**config.mk**
```make
export PLATFORM = sky130hd
export DESIGN_NAME = neuron_scan_controller_flat
export DESIGN_NICKNAME = d
export VERILOG_FILES = /design/src/rtl/snn_pkg.sv /design/src/rtl/neuron_scan_controller_if.sv /design/src/rtl/potential_regfile.sv /design/src/rtl/neuron_scan_controller.sv /design/src/flat_wrapper.sv
export SDC_FILE = /design/constraint.sdc
export NUM_CORES = 1
export LEC_CHECK = 0
export ABC_AREA = 1
export BUFFER_PORTS_ARGS = -buffer_cell sky130_fd_sc_hd__clkbuf_2
export CAP_MARGIN = 10
export CELL_PAD_IN_SITES_DETAIL_PLACEMENT = 0
export CELL_PAD_IN_SITES_GLOBAL_PLACEMENT = 1
export CORE_ASPECT_RATIO = 0.9
export CORE_MARGIN = 10
export CORE_UTILIZATION = 49
export DETAILED_ROUTE_END_ITERATION = 8
export HOLD_SLACK_MARGIN = 0.06
export PLACE_DENSITY_LB_ADDON = 0.08
export SLEW_MARGIN = 20
export SYNTH_ARGS = -nofsm -noshare
export SYNTH_HDL_FRONTEND = slang
export SYNTH_SLANG_ARGS = --single-unit
```
**constraint.sdc**
```tcl
create_clock -name clk_i -period 5.1 [get_ports clk_i]
set_input_delay 0.51 -clock clk_i [delete_from_list [all_inputs] [get_ports clk_i]]
set_output_delay 0.51 -clock clk_i [all_outputs]
set_load 0.01 [all_outputs]
```
**src/rtl/snn_pkg.sv**
```systemverilog
// snn_pkg
// Shared sizes, the scan FSM state type and a small helper for the neuron
// scan controller and its potential register file.
//   NUM_NEURONS : neurons per core (one connectivity bit each)
//   IDX_W       : neuron index width
//   POT_W       : membrane potential width
//   AXON_W      : axon index width (connectivity row address)
//   WTYPE_W     : axon weight-type width
package snn_pkg;
    localparam int NUM_NEURONS = 32;
    localparam int IDX_W       = 5;
    localparam int POT_W       = 8;
    localparam int AXON_W      = 8;
    localparam int WTYPE_W     = 2;
    localparam int ROW_W       = NUM_NEURONS;
    localparam int WSEL_W      = 8;

    localparam logic [IDX_W-1:0] LAST_IDX = IDX_W'(NUM_NEURONS - 1);

    typedef enum logic [1:0] {
        ST_IDLE,
        ST_FETCH,
        ST_SCAN,
        ST_DONE
    } state_e;

    // The neuron_block parameter mux takes an 8-bit select; only the low
    // bits carry the axon weight type.
    function automatic logic [WSEL_W-1:0] weight_select(input logic [WTYPE_W-1:0] wtype);
        return {{(WSEL_W - WTYPE_W){1'b0}}, wtype};
    endfunction
endpackage

```
**src/rtl/neuron_scan_controller_if.sv**
```systemverilog
// neuron_scan_controller_if
// Bundles every non-clock/reset signal of the neuron scan controller.
//   axon_*        : incoming axon event (valid/ready handshake)
//   conn_*        : connectivity-row read (strobe, address, returned row)
//   nb_*          : connection to the external neuron_block
//   spike_*       : outgoing spike event (valid/ready handshake)
//   pot_rd_*      : debug read of one neuron potential
//   busy_o/done_o : status
// Modports: slave = the controller, master = its surroundings.
interface neuron_scan_controller_if;
    import snn_pkg::*;

    logic                axon_valid_i;
    logic [AXON_W-1:0]   axon_id_i;
    logic [WTYPE_W-1:0]  axon_type_i;
    logic                axon_ready_o;

    logic                conn_rd_o;
    logic [AXON_W-1:0]   conn_addr_o;
    logic [ROW_W-1:0]    conn_data_i;

    logic [IDX_W-1:0]    nb_idx_o;
    logic [POT_W-1:0]    nb_voltage_o;
    logic [WSEL_W-1:0]   nb_weight_select_o;
    logic                nb_enable_o;
    logic [POT_W-1:0]    nb_new_potential_i;
    logic                nb_spike_i;

    logic                spike_valid_o;
    logic [IDX_W-1:0]    spike_id_o;
    logic                spike_ready_i;

    logic [IDX_W-1:0]    pot_rd_idx_i;
    logic [POT_W-1:0]    pot_rd_data_o;

    logic                busy_o;
    logic                done_o;

    modport slave (
        input  axon_valid_i, axon_id_i, axon_type_i,
        output axon_ready_o,
        output conn_rd_o, conn_addr_o,
        input  conn_data_i,
        output nb_idx_o, nb_voltage_o, nb_weight_select_o, nb_enable_o,
        input  nb_new_potential_i, nb_spike_i,
        output spike_valid_o, spike_id_o,
        input  spike_ready_i,
        input  pot_rd_idx_i,
        output pot_rd_data_o,
        output busy_o, done_o
    );

    modport master (
        output axon_valid_i, axon_id_i, axon_type_i,
        input  axon_ready_o,
        input  conn_rd_o, conn_addr_o,
        output conn_data_i,
        input  nb_idx_o, nb_voltage_o, nb_weight_select_o, nb_enable_o,
        output nb_new_potential_i, nb_spike_i,
        input  spike_valid_o, spike_id_o,
        output spike_ready_i,
        output pot_rd_idx_i,
        input  pot_rd_data_o,
        input  busy_o, done_o
    );
endinterface

```
**src/rtl/potential_regfile.sv**
```systemverilog
// potential_regfile
// Holds the NUM_NEURONS membrane potentials. One synchronous write port and
// two combinational read ports (port A follows the scan index, port B is the
// debug read). Asynchronous active-low reset clears every potential.
//   clk_i, rst_ni       : clock, asynchronous active-low reset
//   we_i/waddr_i/wdata_i : write port
//   raddr_a_i/rdata_a_o  : scan read port
//   raddr_b_i/rdata_b_o  : debug read port
module potential_regfile
    import snn_pkg::*;
(
    input  logic             clk_i,
    input  logic             rst_ni,
    input  logic             we_i,
    input  logic [IDX_W-1:0] waddr_i,
    input  logic [POT_W-1:0] wdata_i,
    input  logic [IDX_W-1:0] raddr_a_i,
    output logic [POT_W-1:0] rdata_a_o,
    input  logic [IDX_W-1:0] raddr_b_i,
    output logic [POT_W-1:0] rdata_b_o
);
    logic [POT_W-1:0]       r_pot [NUM_NEURONS];
    logic [NUM_NEURONS-1:0] w_we;

    // One-hot write decode per entry.
    for (genvar gi = 0; gi < NUM_NEURONS; gi++) begin : g_we
        assign w_we[gi] = we_i && (waddr_i == IDX_W'(gi));
    end

    always_ff @(posedge clk_i or negedge rst_ni) begin
        if (!rst_ni) begin
            for (int i = 0; i < NUM_NEURONS; i++) begin
                r_pot[i] <= '0;
            end
        end else begin
            for (int i = 0; i < NUM_NEURONS; i++) begin
                if (w_we[i]) begin
                    r_pot[i] <= wdata_i;
                end
            end
        end
    end

    assign rdata_a_o = r_pot[raddr_a_i];
    assign rdata_b_o = r_pot[raddr_b_i];
endmodule

```
**src/rtl/neuron_scan_controller.sv**
```systemverilog
// neuron_scan_controller
// Accepts one axon event at a time, reads that axon's 32-bit connectivity
// row, then walks neurons 0..31 driving the external neuron_block for every
// connected neuron and writing its result back. Spikes are offered on a
// valid/ready port; while a spike waits for ready the scan freezes.
//   clk_i  : core clock
//   rst_ni : asynchronous active-low reset
//   bus    : neuron_scan_controller_if.slave (axon in, row read,
//            neuron_block, spike out, debug read, busy/done)
module neuron_scan_controller
    import snn_pkg::*;
(
    input  logic                      clk_i,
    input  logic                      rst_ni,
    neuron_scan_controller_if.slave   bus
);
    state_e             r_state;
    state_e             w_state_next;

    logic [AXON_W-1:0]  r_axon_id;
    logic [WTYPE_W-1:0] r_axon_type;
    logic [ROW_W-1:0]   r_row;
    logic [IDX_W-1:0]   r_idx;
    logic               r_spike_valid;
    logic [IDX_W-1:0]   r_spike_id;

    logic               w_accept;
    logic               w_stalled;
    logic               w_scan_step;
    logic               w_enable;
    logic               w_last;
    logic [POT_W-1:0]   w_scan_pot;
    logic [POT_W-1:0]   w_dbg_pot;

    // A spike still waiting for ready freezes the scan; a ready in the same
    // cycle frees it, so the next neuron can be processed without a bubble.
    assign w_stalled   = r_spike_valid && !bus.spike_ready_i;
    assign w_accept    = (r_state == ST_IDLE) && bus.axon_valid_i;
    assign w_scan_step = (r_state == ST_SCAN) && !w_stalled;
    assign w_enable    = w_scan_step && r_row[r_idx];
    assign w_last      = (r_idx == LAST_IDX);

    // State register
    always_ff @(posedge clk_i or negedge rst_ni) begin
        if (!rst_ni) begin
            r_state <= ST_IDLE;
        end else begin
            r_state <= w_state_next;
        end
    end

    // Next-state logic
    always_comb begin
        w_state_next = r_state;
        unique case (r_state)
            ST_IDLE:  if (w_accept) w_state_next = ST_FETCH;
            ST_FETCH: w_state_next = ST_SCAN;
            ST_SCAN:  if (w_scan_step && w_last) w_state_next = ST_DONE;
            ST_DONE:  w_state_next = ST_IDLE;
            default:  w_state_next = ST_IDLE;
        endcase
    end

    // Output decode
    always_comb begin
        bus.axon_ready_o = 1'b0;
        bus.conn_rd_o    = 1'b0;
        bus.done_o       = 1'b0;
        bus.busy_o       = 1'b1;
        case (r_state)
            ST_IDLE: begin
                bus.axon_ready_o = 1'b1;
                bus.busy_o       = 1'b0;
            end
            ST_FETCH: bus.conn_rd_o = 1'b1;
            ST_DONE:  bus.done_o    = 1'b1;
            default: ;
        endcase
    end

    // Event latch, row, scan index and spike register
    always_ff @(posedge clk_i or negedge rst_ni) begin
        if (!rst_ni) begin
            r_axon_id     <= '0;
            r_axon_type   <= '0;
            r_row         <= '0;
            r_idx         <= '0;
            r_spike_valid <= 1'b0;
            r_spike_id    <= '0;
        end else begin
            if (w_accept) begin
                r_axon_id   <= bus.axon_id_i;
                r_axon_type <= bus.axon_type_i;
            end

            // Index saturates at the last neuron; FETCH restarts it.
            if (r_state == ST_FETCH) begin
                r_row <= bus.conn_data_i;
                r_idx <= '0;
            end else if (w_scan_step && !w_last) begin
                r_idx <= r_idx + IDX_W'(1);
            end

            if (w_enable && bus.nb_spike_i) begin
                r_spike_valid <= 1'b1;
                r_spike_id    <= r_idx;
            end else if (r_spike_valid && bus.spike_ready_i) begin
                r_spike_valid <= 1'b0;
            end
        end
    end

    // Only enabled cycles write: a disabled neuron_block outputs zero.
    potential_regfile u_potential_regfile (
        .clk_i     (clk_i),
        .rst_ni    (rst_ni),
        .we_i      (w_enable),
        .waddr_i   (r_idx),
        .wdata_i   (bus.nb_new_potential_i),
        .raddr_a_i (r_idx),
        .rdata_a_o (w_scan_pot),
        .raddr_b_i (bus.pot_rd_idx_i),
        .rdata_b_o (w_dbg_pot)
    );

    assign bus.conn_addr_o        = r_axon_id;
    assign bus.nb_idx_o           = r_idx;
    assign bus.nb_voltage_o       = w_scan_pot;
    assign bus.nb_weight_select_o = weight_select(r_axon_type);
    assign bus.nb_enable_o        = w_enable;
    assign bus.spike_valid_o      = r_spike_valid;
    assign bus.spike_id_o         = r_spike_id;
    assign bus.pot_rd_data_o      = w_dbg_pot;
endmodule

```
**src/flat_wrapper.sv**
```systemverilog
// flat-port wrapper written by rule: the top's interface ports become plain ports
module neuron_scan_controller_flat import snn_pkg::*;
  (clk_i, rst_ni, bus_axon_valid_i, bus_axon_id_i, bus_axon_type_i, bus_axon_ready_o, bus_conn_rd_o, bus_conn_addr_o, bus_conn_data_i, bus_nb_idx_o, bus_nb_voltage_o, bus_nb_weight_select_o, bus_nb_enable_o, bus_nb_new_potential_i, bus_nb_spike_i, bus_spike_valid_o, bus_spike_id_o, bus_spike_ready_i, bus_pot_rd_idx_i, bus_pot_rd_data_o, bus_busy_o, bus_done_o);
  neuron_scan_controller_if bus_i ();
  input  logic clk_i;
  input  logic rst_ni;
  input wire logic [$bits(bus_i.axon_valid_i)-1:0] bus_axon_valid_i;
  input wire logic [$bits(bus_i.axon_id_i)-1:0] bus_axon_id_i;
  input wire logic [$bits(bus_i.axon_type_i)-1:0] bus_axon_type_i;
  output wire logic [$bits(bus_i.axon_ready_o)-1:0] bus_axon_ready_o;
  output wire logic [$bits(bus_i.conn_rd_o)-1:0] bus_conn_rd_o;
  output wire logic [$bits(bus_i.conn_addr_o)-1:0] bus_conn_addr_o;
  input wire logic [$bits(bus_i.conn_data_i)-1:0] bus_conn_data_i;
  output wire logic [$bits(bus_i.nb_idx_o)-1:0] bus_nb_idx_o;
  output wire logic [$bits(bus_i.nb_voltage_o)-1:0] bus_nb_voltage_o;
  output wire logic [$bits(bus_i.nb_weight_select_o)-1:0] bus_nb_weight_select_o;
  output wire logic [$bits(bus_i.nb_enable_o)-1:0] bus_nb_enable_o;
  input wire logic [$bits(bus_i.nb_new_potential_i)-1:0] bus_nb_new_potential_i;
  input wire logic [$bits(bus_i.nb_spike_i)-1:0] bus_nb_spike_i;
  output wire logic [$bits(bus_i.spike_valid_o)-1:0] bus_spike_valid_o;
  output wire logic [$bits(bus_i.spike_id_o)-1:0] bus_spike_id_o;
  input wire logic [$bits(bus_i.spike_ready_i)-1:0] bus_spike_ready_i;
  input wire logic [$bits(bus_i.pot_rd_idx_i)-1:0] bus_pot_rd_idx_i;
  output wire logic [$bits(bus_i.pot_rd_data_o)-1:0] bus_pot_rd_data_o;
  output wire logic [$bits(bus_i.busy_o)-1:0] bus_busy_o;
  output wire logic [$bits(bus_i.done_o)-1:0] bus_done_o;
  assign bus_i.axon_valid_i = bus_axon_valid_i;
  assign bus_i.axon_id_i = bus_axon_id_i;
  assign bus_i.axon_type_i = bus_axon_type_i;
  assign bus_axon_ready_o = bus_i.axon_ready_o;
  assign bus_conn_rd_o = bus_i.conn_rd_o;
  assign bus_conn_addr_o = bus_i.conn_addr_o;
  assign bus_i.conn_data_i = bus_conn_data_i;
  assign bus_nb_idx_o = bus_i.nb_idx_o;
  assign bus_nb_voltage_o = bus_i.nb_voltage_o;
  assign bus_nb_weight_select_o = bus_i.nb_weight_select_o;
  assign bus_nb_enable_o = bus_i.nb_enable_o;
  assign bus_i.nb_new_potential_i = bus_nb_new_potential_i;
  assign bus_i.nb_spike_i = bus_nb_spike_i;
  assign bus_spike_valid_o = bus_i.spike_valid_o;
  assign bus_spike_id_o = bus_i.spike_id_o;
  assign bus_i.spike_ready_i = bus_spike_ready_i;
  assign bus_i.pot_rd_idx_i = bus_pot_rd_idx_i;
  assign bus_pot_rd_data_o = bus_i.pot_rd_data_o;
  assign bus_busy_o = bus_i.busy_o;
  assign bus_done_o = bus_i.done_o;
  neuron_scan_controller u_core (.clk_i(clk_i), .rst_ni(rst_ni), .bus(bus_i));
endmodule
```
# [Yosys cells after proc, flatten, opt, wreduce, memory -nomap -nowiden]
# Cells that the tools add are included.
[totals] regBits=311 in_bits=60
[classes] magnitude_cmp=3 reduce_logical=48 eq_ne=36 n_bitwise=2 muxes=19 add_sub_neg=1
[op_table] operator="binary-select mux 8 bit (select 5 bit)" n=2
[op_table] operator="equality test 5 bit, second input constant" n=16
[op_table] operator="equality test 5 x 4 -> 1 bit, second input constant" n=8
[op_table] operator="logical AND 1 bit" n=40
[op_table] operator="two-way mux 8 bit" n=4
[op_table] operator="equality test 5 x 3 -> 1 bit, second input constant" n=4
[op_table] operator="greater-or-equal comparator 6 bit, second input constant" n=2
[op_table] operator="NOT 5 -> 6 bit" n=2
[op_table] operator="equality test 5 x 2 -> 1 bit, second input constant" n=2
[op_table] operator="two-way mux 5 bit" n=2
[op_table] operator="case mux 2 bit (4 select lines)" n=1
[op_table] operator="two-way mux 1 bit" n=7
[op_table] operator="less-than comparator 5 x 6 -> 1 bit, second input constant" n=1
[op_table] operator="adder 5 x 1 -> 5 bit, second input constant" n=1
[op_table] operator="binary-select mux 1 bit (select 5 bit)" n=1
[op_table] operator="equality test 5 x 1 -> 1 bit, second input constant" n=1
[op_table] operator="logical NOT 5 bit" n=1
[op_table] operator="equality test 2 bit, second input constant" n=2
[op_table] operator="two-way mux 2 bit" n=2
[op_table] operator="nonzero test 2 bit" n=2
[op_table] operator="logical NOT 1 bit" n=3
[op_table] operator="equality test 2 x 1 -> 1 bit, second input constant" n=1
[op_table] operator="logical NOT 2 bit" n=1
[op_table] operator="inequality test 2 x 1 -> 1 bit, second input constant" n=1
[op_table] operator="2 further kinds" n=2

# [Depth between registers and ports, before layout]
# Gate-level depths: netlist of the first run.
[depth] word_depth=7 mapped_depth=13 depth_no_buf=11

# [By module]
# A second synthesis of the first run with hierarchy kept.
[hier_totals] cells_unflattened=2431 hier_area_um2=17130.2
[modules_own_cells] module="potential_regfile" instances=1 seq_area_each_um2=6406.1 cells_per_inst=2115 area_per_inst_um2=14448.9
[modules_own_cells] module="neuron_scan_controller" instances=1 seq_area_each_um2=1376.3 cells_per_inst=316 area_per_inst_um2=2681.3

# [Least setup slack after synthesis of the first run]
# Ideal clock, no wire load.
[synth_timing] path_kind="register -> register" start="reg u_core.r_idx[0] (netlist: u_core.bus.nb_idx_o[0])" end="reg u_core.u_potential_regfile.r_pot[152] in the netlist's numbering" t_arrival_ns=2.541 setup_slack_ns=2.442 n_path_buf=3 required_ns=4.983 synth_period_minus_slack_ns=2.658 path_stages_with_launch=11 setup_time_ns=0.117 cell_sequence="dfrtp_1 inv_2 buf_2 buf_2 buf_1 ha_1 inv_1 nor3_1 nand3_4 nand2_1 nand2_1"
[synth_via] elab_chain_len=4 elab_cells_between_ends=5 classes_between="1 x eq/ne; 2 x mux; 2 x reduce/logical"
[synth_rtl] item="start: declaration" line_no="neuron_scan_controller.sv:23" text="logic [IDX_W-1:0] r_idx;"
[synth_rtl] item="start signal: assignment" line_no="neuron_scan_controller.sv:101" text="r_idx <= r_idx + IDX_W'(1);"
[synth_rtl] item="binary-select mux 1 bit (select 5 bit)" line_no="neuron_scan_controller.sv:40" text="assign w_enable = w_scan_step && r_row[r_idx];"
[synth_rtl] item="two-way mux 1 bit (implied by the code)" line_no="neuron_scan_controller.sv:40"
[synth_rtl] item="logical AND 1 bit" line_no="neuron_scan_controller.sv:40"
[synth_rtl] item="logical AND 1 bit *" line_no="potential_regfile.sv:27" text="assign w_we[gi] = we_i && (waddr_i == IDX_W'(gi));"
[synth_rtl] item="end signal: indexed assignment" line_no="potential_regfile.sv:38" text="r_pot[i] <= wdata_i;"
[synth_rtl] item="end: declaration" line_no="potential_regfile.sv:22" text="logic [POT_W-1:0] r_pot [NUM_NEURONS];"
# Mark *: on every way between the ends. The rest lies on a longest branch, timed or not. The select of a mux whose other input is x is not followed.
# A chain may end at the register's enable or synchronous reset.

# [Worst setup path after layout of the first run]
[layout_timing] start="reg u_core.r_idx[1] (netlist: u_core.bus.nb_idx_o[1])" end="out bus_nb_voltage_o[6]"
[layout_via] elab_chain_len=4
[layout_rtl] item="NOT 5 -> 6 bit (implied by the code)" line_no="potential_regfile.sv:44" text="assign rdata_a_o = r_pot[raddr_a_i];"
[layout_rtl] item="binary-select mux 8 bit (select 5 bit)" line_no="potential_regfile.sv:44"
[layout_rtl] item="two-way mux 8 bit (implied by the code) (2 in a row)" line_no="potential_regfile.sv:44"
[layout_rtl] item="end: declaration" line_no="flat_wrapper.sv:15" text="output wire logic [$bits(bus_i.nb_voltage_o)-1:0] bus_nb_voltage_o;"
# No other way between the ends. The select of a mux whose other input is x is not followed.

==> results of run 1 <==
## layout by cell type, fill, tap and decap left out, drive strengths merged
master,n
a21oi,57
o22ai,46
dlygate4sd3,1
nand2,670
clkinv,6
o21ai,409
dfrtp,311
ha,10
a22oi,2
nand4,144
conb,6
and2,1
and3,2
nor3,9
inv,65
o221ai,47
bufinv,2
buf,46
nor2,265
mux2,10
clkbuf,148
o211ai,13
nand3,80
## path summary, 6_finish.rpt
check,start,end,slack (ns),cells past startpoint
max,u_core.bus.nb_idx_o[1],bus_nb_voltage_o[6],1.00,7
min,bus_conn_data_i[14],u_core.r_row[14],0.18,3
max reg2reg,u_core.bus.nb_idx_o[1],u_core.u_potential_regfile.r_pot[139],1.44,11
min reg2reg,u_core.u_potential_regfile.r_pot[159],u_core.u_potential_regfile.r_pot[159],0.47,2
max in group asynchronous,rst_ni,u_core.u_potential_regfile.r_pot[24],3.23,3
min in group asynchronous,rst_ni,u_core.u_potential_regfile.r_pot[211],0.59,2
## layer usage
metal,up-vias,wire length [um]
met5,-,0
met4,0,1940
met3,141,6890
met2,914,28200
met1,8377,28500
li1,7951,-
## what timing repair did
item	4_1_cts	5_1_grt
hold buffers	1	0
buffers inserted	0	0
hold endpoints to repair	8	0
## flip-flops by register name (all words and copies together), names as in the netlist
| register | flops |
|---|---|
| u_core.bus.conn_addr_o | 8 |
| u_core.bus.nb_idx_o | 5 |
| u_core.bus.spike_id_o | 5 |
| u_core.bus.spike_valid_o | 1 |
| u_core.r_axon_type | 2 |
| u_core.r_row | 32 |
| u_core.r_state | 2 |
| u_core.u_potential_regfile.r_pot | 256 |
## synth_stat cells (12+ instances only)
cell type,count
nand4_1,144
buf_2,36
clkbuf_1,103
inv_1,58
nand2_4,13
o21ai_1,20
nor2_1,259
o22ai_1,46
o221ai_1,47
dfrtp_1,311
o211ai_1,13
nand2_1,655
buf_6,28
o21ai_0,389
buf_4,13
nand3_1,65
buf_1,12
a21oi_1,57
## power groups by stage
stage / sequential [W] / combinational (W) / clock, W
2_1_floorplan: 0.00335 / 0.00371 / 0
3_3_place_gp: 0.00346 / 0.00486 / 0
3_5_place_dp: 0.00347 / 0.00493 / 0
4_1_cts: 0.00344 / 0.00494 / 0.00256
5_1_grt: 0.00352 / 0.00550 / 0.00266
6_report: 0.00346 / 0.00502 / 0.00253
## cell type report
class / count / area share, %
Timing Repair Buffer: 146 / 4.66
Clock inverter: 6 / 0.436
Inverter: 67 / 1.33
Tap cell: 469 / 3.05
Sequential cell: 311 / 40.5
Clock buffer: 49 / 5.31
Multi-Input combinational cell: 1771 / 44.7
## cells by family (layout without fill, tap and decap cells)
group | Yosys count | count (layout) | share of synthesized area, %
other | 1 | 6 | 0.0212
AOI/OAI and AO/OA | 574 | 574 | 17.8
buffers and inverters | 264 | 268 | 7.74
DFF | 311 | 311 | 44.0
and+or+nand+nor | 1171 | 1171 | 29.2
muxes | 10 | 10 | 0.636
adders and majority gates | 10 | 10 | 0.707
## critical path, delay by kind of cell (launching register included)
kind / cells / cell delay [ns]
buffers and inverters: 3 / 1.23
flip-flops: 1 / 0.68
AO/OA/AOI/OAI: 4 / 1.11
## stage by stage
stage	area (um2)	total power [W]	cells	setup slack, ns	util (%)
global placement	18100	0.00833	2763	1.41	51.2
detailed placement	18100	0.00840	2763	1.38	51.2
finish	19200	0.0110	2819	1.00	54.3
CTS	19200	0.0109	2819	1.01	54.3
global route	19200	0.0117	2819	0.820	54.3
floorplan	17700	0.00706	2346	2.44	-
==> summary.md, run 1 <==
| Metric | Value |
|---|---|
| Vias in the first global route | `16300` |
| Worst Skew | `approximately 0.013 ns` |
| Outcome | `finished, final reports clean` |
| Root Buffer | `clkbuf_16` |
| Residual DRC count | `0` |
| Dominant cell type by area after synthesis | `dfrtp_1` |
| Syn Area/Cell | `7.56 um2` |
| Min cycle time layout | `roughly 4.1 ns` |
| Global route hottest layer | `met1` |
| Post-DP HPWL | `41400 um` |
| Net Sw Power | `0.00517 W` |
| Final slew viol count | `0` |
| Final setup viols | `0` |
| Multi-input logic area | `8590 um2` |
| CTS tree | `built` |
| Die outline width | `220 um` |
| Largest net degree at the start of global routing | `approximately 110` |
| Global routing met1 resource utilization | `42.0%` |
| Via density | `6.17` |
| CTS H-tree depth | `2` |
| Initial antenna violation count | `0` |
| Global-route met3 utilization | `7.72%` |
| Data arrival, critical path | `around 3.6 ns` |
| Worst Path Required | `4.59 ns` |
| Routed Antenna Nets | `0` |
| Asr flop ratio synth | `100%` |
| Post-Syn Area | `17700 um2` |
| Synth-to-Final Area Change | `8.55%` |
| RSZ-0062 raised after global routing | `false` |
| N_diodes | `0` |
| Synth cell types | `35` |
| First-pass GRT wire length | `between 100000 and 150000 um` |
| Max Buffers Root-to-Sink | `3` |
| Row Count | `65` |
| Clock sinks | `311` |
| Routed WL | `65600 um` |
| Pwr dens | `573 nW/um2` |
| Worst slew margin | `30.1%` |
| Height of the die | `200 um` |
| Seq. cell area | `7790 um2` |
| Area contributors post-synth | `dfrtp_1 (44%), nand2_1 (14%), o21ai_0 (11%), nor2_1 (5.5%), nand4_1 (5.1%)` |
| Worst setup SP type | `register` |
| Post-synth EDFFs | `0` |
| Num CTS Buffers | `37` |
| Switching Share | `46.9%` |
| Crit-path slowest cell | `dfrtp_4` |
| Vias | `17400` |
| WL/cell | `23.3 um` |
| GR Overflow Total | `0` |
| TritonRoute pass-1 iters | `6` |
| Top FF cell, synth | `dfrtp_1` |
| # IOs | `roughly 110` |
| Initial drt markers | `2193` |
| CP peak stage delay | `~0.68 ns` |
| Sequential area share after synthesis | `44.0%` |
| Synth Register Bits | `311` |
| Critical path cell sequence | `inv_2 > buf_4 > o21ai_0 > o22ai_1 > a21oi_1 > a22oi_1 > clkbuf_2` |
| Hold_ws | `between 0.15 and 0.2 ns` |
| Clock group share of total power | `23.0%` |
| Post-CTS sizing | `0` |
| Core area | `approximately 35000 um2` |
| Port buffer count | `101` |
| CP Capture Type | `primary output` |
| Actual slew at the worst max-slew pin | `1.05 ns` |
| Yosys top cell area share | `44.0%` |
| Fmax | `244 MHz` |
| Fill cells | `3467` |
| Flop pwr share | `31.4%` |
| Hold WC Path Type | `in2reg` |
| Post-Synthesis Cells | `2341` |
| TNS Setup | `0 ns` |
| Kind of critical path | `reg2out` |
| Syn. warnings | `0` |
| Initial core utilization | `50.0%` |
| Max_cap viols | `0` |
| Peak VDD IR | `roughly 0.5 mV` |
| Layout cells sized above 1 | `10.6%` |
| Routability Congestion | `0.913` |
| Met2 usage | `41.9%` |
| Period utilization | `80.4%` |
| Worst-path fanout max | `39` |
| Die Area | `44100 um2` |
| Total track usage | `29.2%` |
| Worst skew pair latency | `0.53 ns` |
| Final #Nets | `2404` |
| Hold Fails Final Rpt | `0` |
| Static Leak | `9.09 nW` |
| Clock transition at path regs | `~0.06 ns` |
| Comb pwr share | `45.6%` |
| Int Pwr | `0.00585 W` |
Power figures use the tool's default switching activity.
==> inputs of run 2 (changes only) <==
Settings changed: ABC_AREA 1 to 0, CORE_UTILIZATION 49 to 52.
Clock period 5.1 ns to 4.2 ns, I/O delays scaled along.
==> summary.md, run 2 <==
| Metric | Value |
|---|---|
| Final instance area | `18700 um2` |
| Num CTS Buffers | `35` |
| Static Leak | `8.36 nW` |
| RSZ-0062 raised after global routing | `false` |
| Routability Congestion | `between 0.8 and 0.9` |
| Top FF cell, synth | `dfrtp_1` |
| Worst-path fanout max | `35` |
| Max_cap viols | `0` |
| Hold Fails Final Rpt | `0` |
| Top sig layer | `met4` |
| Core area | `between 30000 and 40000 um2` |
| WL/cell | `27.6 um` |
| TritonRoute pass-1 iters | `5` |
| Max FFs per register | `256` |
| Routed Antenna Nets | `0` |
| Hold WC Path Type | `in2reg` |
| Final setup viols | `0` |
| Vias in the first global route | `10400` |
| Largest net degree at the start of global routing | `113` |
| Asr flop ratio synth | `100%` |
| Max Buffers Root-to-Sink | `3` |
| Height of the die | `189 um` |
| Total track usage | `between 20% and 30%` |
| Port buffer count | `101` |
| Min-delay src | `bus_conn_data_i[25]` |
| Row Count | `61` |
| Worst Setup SP | `u_core.bus.nb_idx_o[0]` |
| Syn Area/Cell | `roughly 16 um2` |
| Initial core utilization | `a little over half` |
| Via density | `between 6 and 7` |
| Pwr dens | `between 500 and 600 nW/um2` |
| Area after DPL | `17500 um2` |
| Most common cell after layout, fill and taps aside | `mux2_2` |
| DR WL met2 | `20800 um` |
| Actual slew at the worst max-slew pin | `1.10 ns` |
| N_diodes | `0` |
| Post-Syn Area | `16600 um2` |
| Synth-to-Final Area Change | `12.8%` |
| TNS Setup | `0 ns` |
| GR Overflow Total | `0` |
| Peak VDD IR | `0.354 mV` |
| Register with the most flip-flops | `u_core.u_potential_regfile.r_pot` |
| Placement Setup Slack | `0.883 ns` |
| Worst Skew | `between 0.01 and 0.015 ns` |
| Core Util, Final | `60.0%` |
| Layout cells sized above 1 | `60.3%` |
| Vias | `9891` |
| Worst setup SP type | `register` |
| Final #Nets | `1187` |
| Clock sinks | `311` |
| Sequential area share after synthesis | `46.9%` |
| Met3 routed WL | `1760 um` |
| Clock transition at path regs | `0.06 ns` |
| Outcome | `finished, final reports clean` |
| DP Cell Count | `between 1000 and 1500` |
| Initial antenna violation count | `0` |
| Post-DP HPWL | `28000 um` |
| Crit Reg-Reg Startpoint | `u_core.bus.nb_idx_o[2]` |
| Worst Path Required | `approximately 3.8 ns` |
| Worst skew pair latency | `between 0.5 and 0.6 ns` |
| Die outline width | `208 um` |
| Root Buffer | `clkbuf_16` |
| Routed WL | `42800 um` |
| Residual DRC count | `0` |
| CTS tree | `built` |
| Fmax | `roughly 270 MHz` |
| Kind of critical path | `reg2out` |
| Data arrival, critical path | `3.35 ns` |
| Die Area | `39400 um2` |
| Initial drt markers | `669` |
| Most frequent cells in the layout | `mux2_2 (311), dfrtp_1 (308), mux4_2 (165), clkbuf_2 (98), nand2_1 (38)` |
| Top cells by count, synth | `dfrtp_1 (311), mux2_2 (311), mux4_2 (165), clkbuf_1 (53), nand2_1 (38)` |
| Post-Synthesis Cells | `1032` |
| Post-CTS sizing | `0` |
| Syn. warnings | `0` |
| First-pass GRT wire length | `66500 um` |
| Period utilization | `89.7%` |
| CP Capture Type | `primary output` |
| CTS H-tree depth | `2` |
| Post-synth EDFFs | `0` |
| Worst slew margin | `26.7%` |
| M1 WL | `19300 um` |
| Synth cell types | `43` |
| Dominant cell type by area after synthesis | `dfrtp_1` |
| Min cycle time layout | `roughly 3.8 ns` |
| Yosys top cell area share | `46.9%` |
| Final slew viol count | `0` |
| # IOs | `108` |
| Non-Filler Instances | `roughly 1600` |
| Setup ws final | `0.434 ns` |
| Synth Register Bits | `311` |
| Fill cells | `2391` |
| Area contributors post-synth | `dfrtp_1 (47%), mux4_2 (22%), mux2_2 (21%), nor4_4 (1.7%), clkbuf_1 (1.2%)` |
run 2: final cells by class:
cell class,instances,area [um2],area share [%]
multi-input cells,626,8360,44.7
repair buffers,136,871,4.66
flip-flops and latches,311,7790,41.7
well taps,409,512,2.74
clock inverters,8,65.1,0.348
inverters,7,26.3,0.141
clock buffers,54,1070,5.72
run 2: per-stage QoR:
step	power [W]	hold WS [ns]
2_1_floorplan	0.00657	0.124
3_3_place_gp	0.00763	0.486
3_5_place_dp	0.00771	0.494
4_1_cts	0.0108	0.127
5_1_grt	0.0112	0.134
6_report	0.0107	0.138
run 2: what timing repair did:
| action | in CTS | in global routing |
|---|---|---|
| endpoints found under the hold margin | 58 | 0 |
| endpoints found under the setup margin | 0 | 0 |
| setup buffers | 0 | 0 |
| hold buffers | 1 | 0 |
run 2: path summary, 6_finish.rpt:
kind                            cells past startpoint  slack, ns                                    end
worst max-delay path                                7       0.43                    bus_nb_voltage_o[6]
worst min-delay path                                2       0.14                       u_core.r_row[25]
worst max register to register                      6       0.90  u_core.u_potential_regfile.r_pot[215]
worst min register to register                      1       0.50                        u_core.r_row[7]
max in group asynchronous                           3       2.58  u_core.u_potential_regfile.r_pot[161]
min in group asynchronous                           2       0.54              u_core.bus.conn_addr_o[6]
run 2: cells by family after synthesis:
family / synth area share (%)
compound gates: 0.634
xor+xnor: 0.159
fa+ha+maj: 0.755
buf+inv: 2.74
flops: 46.9
mux: 44.0
other cells: 0.0226
simple gates: 4.72
run 2: routing by layer:
layer / track usage (%) / up-vias
li1: - / 4168
met1: 30.7 / 5441
met2: 35.0 / 218
met3: 3.21 / 64
met4: 5.65 / 0
met5: 0 / -
run 2: critical path, stage by stage, from the launching register on:
cell and delay (ns):
dfrtp_4 0.67, buf_12 0.36, buf_4 0.35, mux4_2 0.55
mux4_2 0.52, nand2_1 0.09, nand2_1 0.11, clkbuf_2 0.16
run 2: where the power goes:
group / internal (W) / switching [W]
registers: 0.00364 / 0.000518
logic: 0.00179 / 0.00169
clock network: 0.00181 / 0.00122
==> inputs of run 3 (changes only) <==
Settings changed: RECOVER_POWER set to 100.
==> summary.md, run 3 (synthesized netlist as in run 2, its figures left out) <==
| Metric | Value |
|---|---|
| Die outline width | `208 um` |
| Multi-input logic area | `8270 um2` |
| Routability Congestion | `between 0.8 and 0.9` |
| Non-Filler Instances | `1551` |
| Routed Antenna Nets | `0` |
| Pwr dens | `571 nW/um2` |
| Worst skew pair latency | `between 0.5 and 0.6 ns` |
| Worst Skew | `0.0121 ns` |
| Static Leak | `a little over 8 nW` |
| Post-DP HPWL | `28000 um` |
| Worst Path Required | `4.59 ns` |
| CP Capture Type | `register` |
| Layout cells sized above 1 | `between 50% and 60%` |
| Worst-path fanout max | `15` |
| Post-CTS sizing | `0` |
| Period utilization | `93.1%` |
| Vias | `9870` |
| Max FFs per register | `256` |
| CTS tree | `built` |
| Root Buffer | `clkbuf_16` |
| Max Buffers Root-to-Sink | `3` |
| Hold Fails Final Rpt | `0` |
| CTS H-tree depth | `2` |
| Vias in the first global route | `10400` |
| Core area | `between 30000 and 40000 um2` |
| TNS Setup | `0 ns` |
| Row Count | `61` |
| Peak VDD IR | `0.330 mV` |
| Core Util, Final | `between 50% and 60%` |
| TritonRoute pass-1 iters | `5` |
| First-pass GRT wire length | `66500 um` |
| Clock transition at path regs | `about 0.06 ns` |
| Initial core utilization | `53.2%` |
| Most common cell after layout, fill and taps aside | `dfrtp_1` |
| Synth-to-Final Area Change | `11.5%` |
| Worst Setup SP | `u_core.bus.nb_idx_o[2]` |
| Num CTS Buffers | `35` |
| Kind of critical path | `reg2reg` |
| Routed WL | `42800 um` |
| Actual slew at the worst max-slew pin | `2.88 ns` |
| Final #Nets | `approximately 1200` |
| Total track usage | `21.8%` |
| # IOs | `~110` |
| Initial antenna violation count | `0` |
| RSZ-0062 raised after global routing | `false` |
| Port buffer count | `101` |
| Data arrival, critical path | `around 4.3 ns` |
| Final instance area | `18500 um2` |
| GR Overflow Total | `0` |
| Min cycle time layout | `3.91 ns` |
| Die Area | `around 39000 um2` |
| Worst slew margin | `-92.2%` |
| Area after DPL | `approximately 18000 um2` |
| Largest net degree at the start of global routing | `approximately 110` |
| Crit Reg-Reg Startpoint | `u_core.bus.nb_idx_o[2]` |
| Min-delay src | `bus_conn_data_i[25]` |
| Height of the die | `189 um` |
| Seq. cell area | `between 7000 and 8000 um2` |
| Residual DRC count | `0` |
| Final setup viols | `0` |
| Via density | `between 6 and 7` |
| Most frequent cells in the layout | `dfrtp_1 (309), mux2_2 (307), mux4_2 (165), clkbuf_2 (74), clkbuf_1 (52)` |
| Register with the most flip-flops | `u_core.u_potential_regfile.r_pot` |
| Max_cap viols | `2` |
| Worst setup SP type | `register` |
| Hold_ws | `between 0.1 and 0.15 ns` |
| Clock sinks | `~310` |
| Fmax | `256 MHz` |
| Failing checks | `capacitance limit, slew limit` |
| Hold WC Path Type | `in2reg` |
| DP Cell Count | `around 1500` |
| N_diodes | `0` |
| Outcome | `finished with violations` |
| Initial drt markers | `681` |
| WL/cell | `~28 um` |
| Final slew viol count | `150` |
| Fill cells | `2441` |
[run 3: layout make-up]
class / instances / share of cell area [%]
clock buffers: 54 / 5.79
clock inverters: 8 / 0.352
inverters: 7 / 0.142
multi-input cells: 626 / 44.7
flip-flops and latches: 311 / 42.2
well taps: 409 / 2.77
repair buffers: 136 / 4.06
[run 3: path summary, 6_finish.rpt]
check	cells past startpoint	slack, ns	to
setup / recovery	6	0.29	u_core.u_potential_regfile.r_pot[245]
hold / removal	2	0.14	u_core.r_row[25]
setup reg to reg	6	0.29	u_core.u_potential_regfile.r_pot[245]
hold reg to reg	1	0.50	u_core.r_row[7]
max in group asynchronous	3	0.74	u_core.u_potential_regfile.r_pot[135]
min in group asynchronous	2	1.30	u_core.bus.conn_addr_o[5]
[run 3: what timing repair did]
item | in CTS | in global routing
hold buffers | 1 | 0
setup endpoints to repair | 0 | 0
buffers inserted | 0 | 0
hold endpoints to repair | 58 | 0
[run 3: per-layer routing]
layer | part of all wire (%) | vias up | GRT usage, %
met1 | 45 | 5406 | 30.7
met2 | 48 | 228 | 35.0
met4 | 2.2 | 0 | 5.65
met3 | 4.4 | 62 | 3.21
met5 | 0 | - | 0
li1 | - | 4174 | -
[run 3: worst max-delay path, cell delays in order, from the launching register on]
cell	delay [ns]
dfrtp_1	0.98
buf_4	0.38
nand3_1	0.11
o221ai_1	0.59
o21ai_0	0.46
nor2_1	0.85
mux2_2	0.42
[run 3: where the power goes]
part	internal, W	total (W)	switching, W
clock	0.00181	0.00302	0.00121
sequential	0.00364	0.00415	0.000517
combinational	0.00174	0.00339	0.00165
[run 3: stage by stage]
stage	power (W)	worst slack, ns
2_1_floorplan	0.00657	1.31
3_3_place_gp	0.00763	0.907
3_5_place_dp	0.00771	0.883
4_1_cts	0.0108	0.360
5_1_grt	0.0111	0.119
6_report	0.0106	0.289
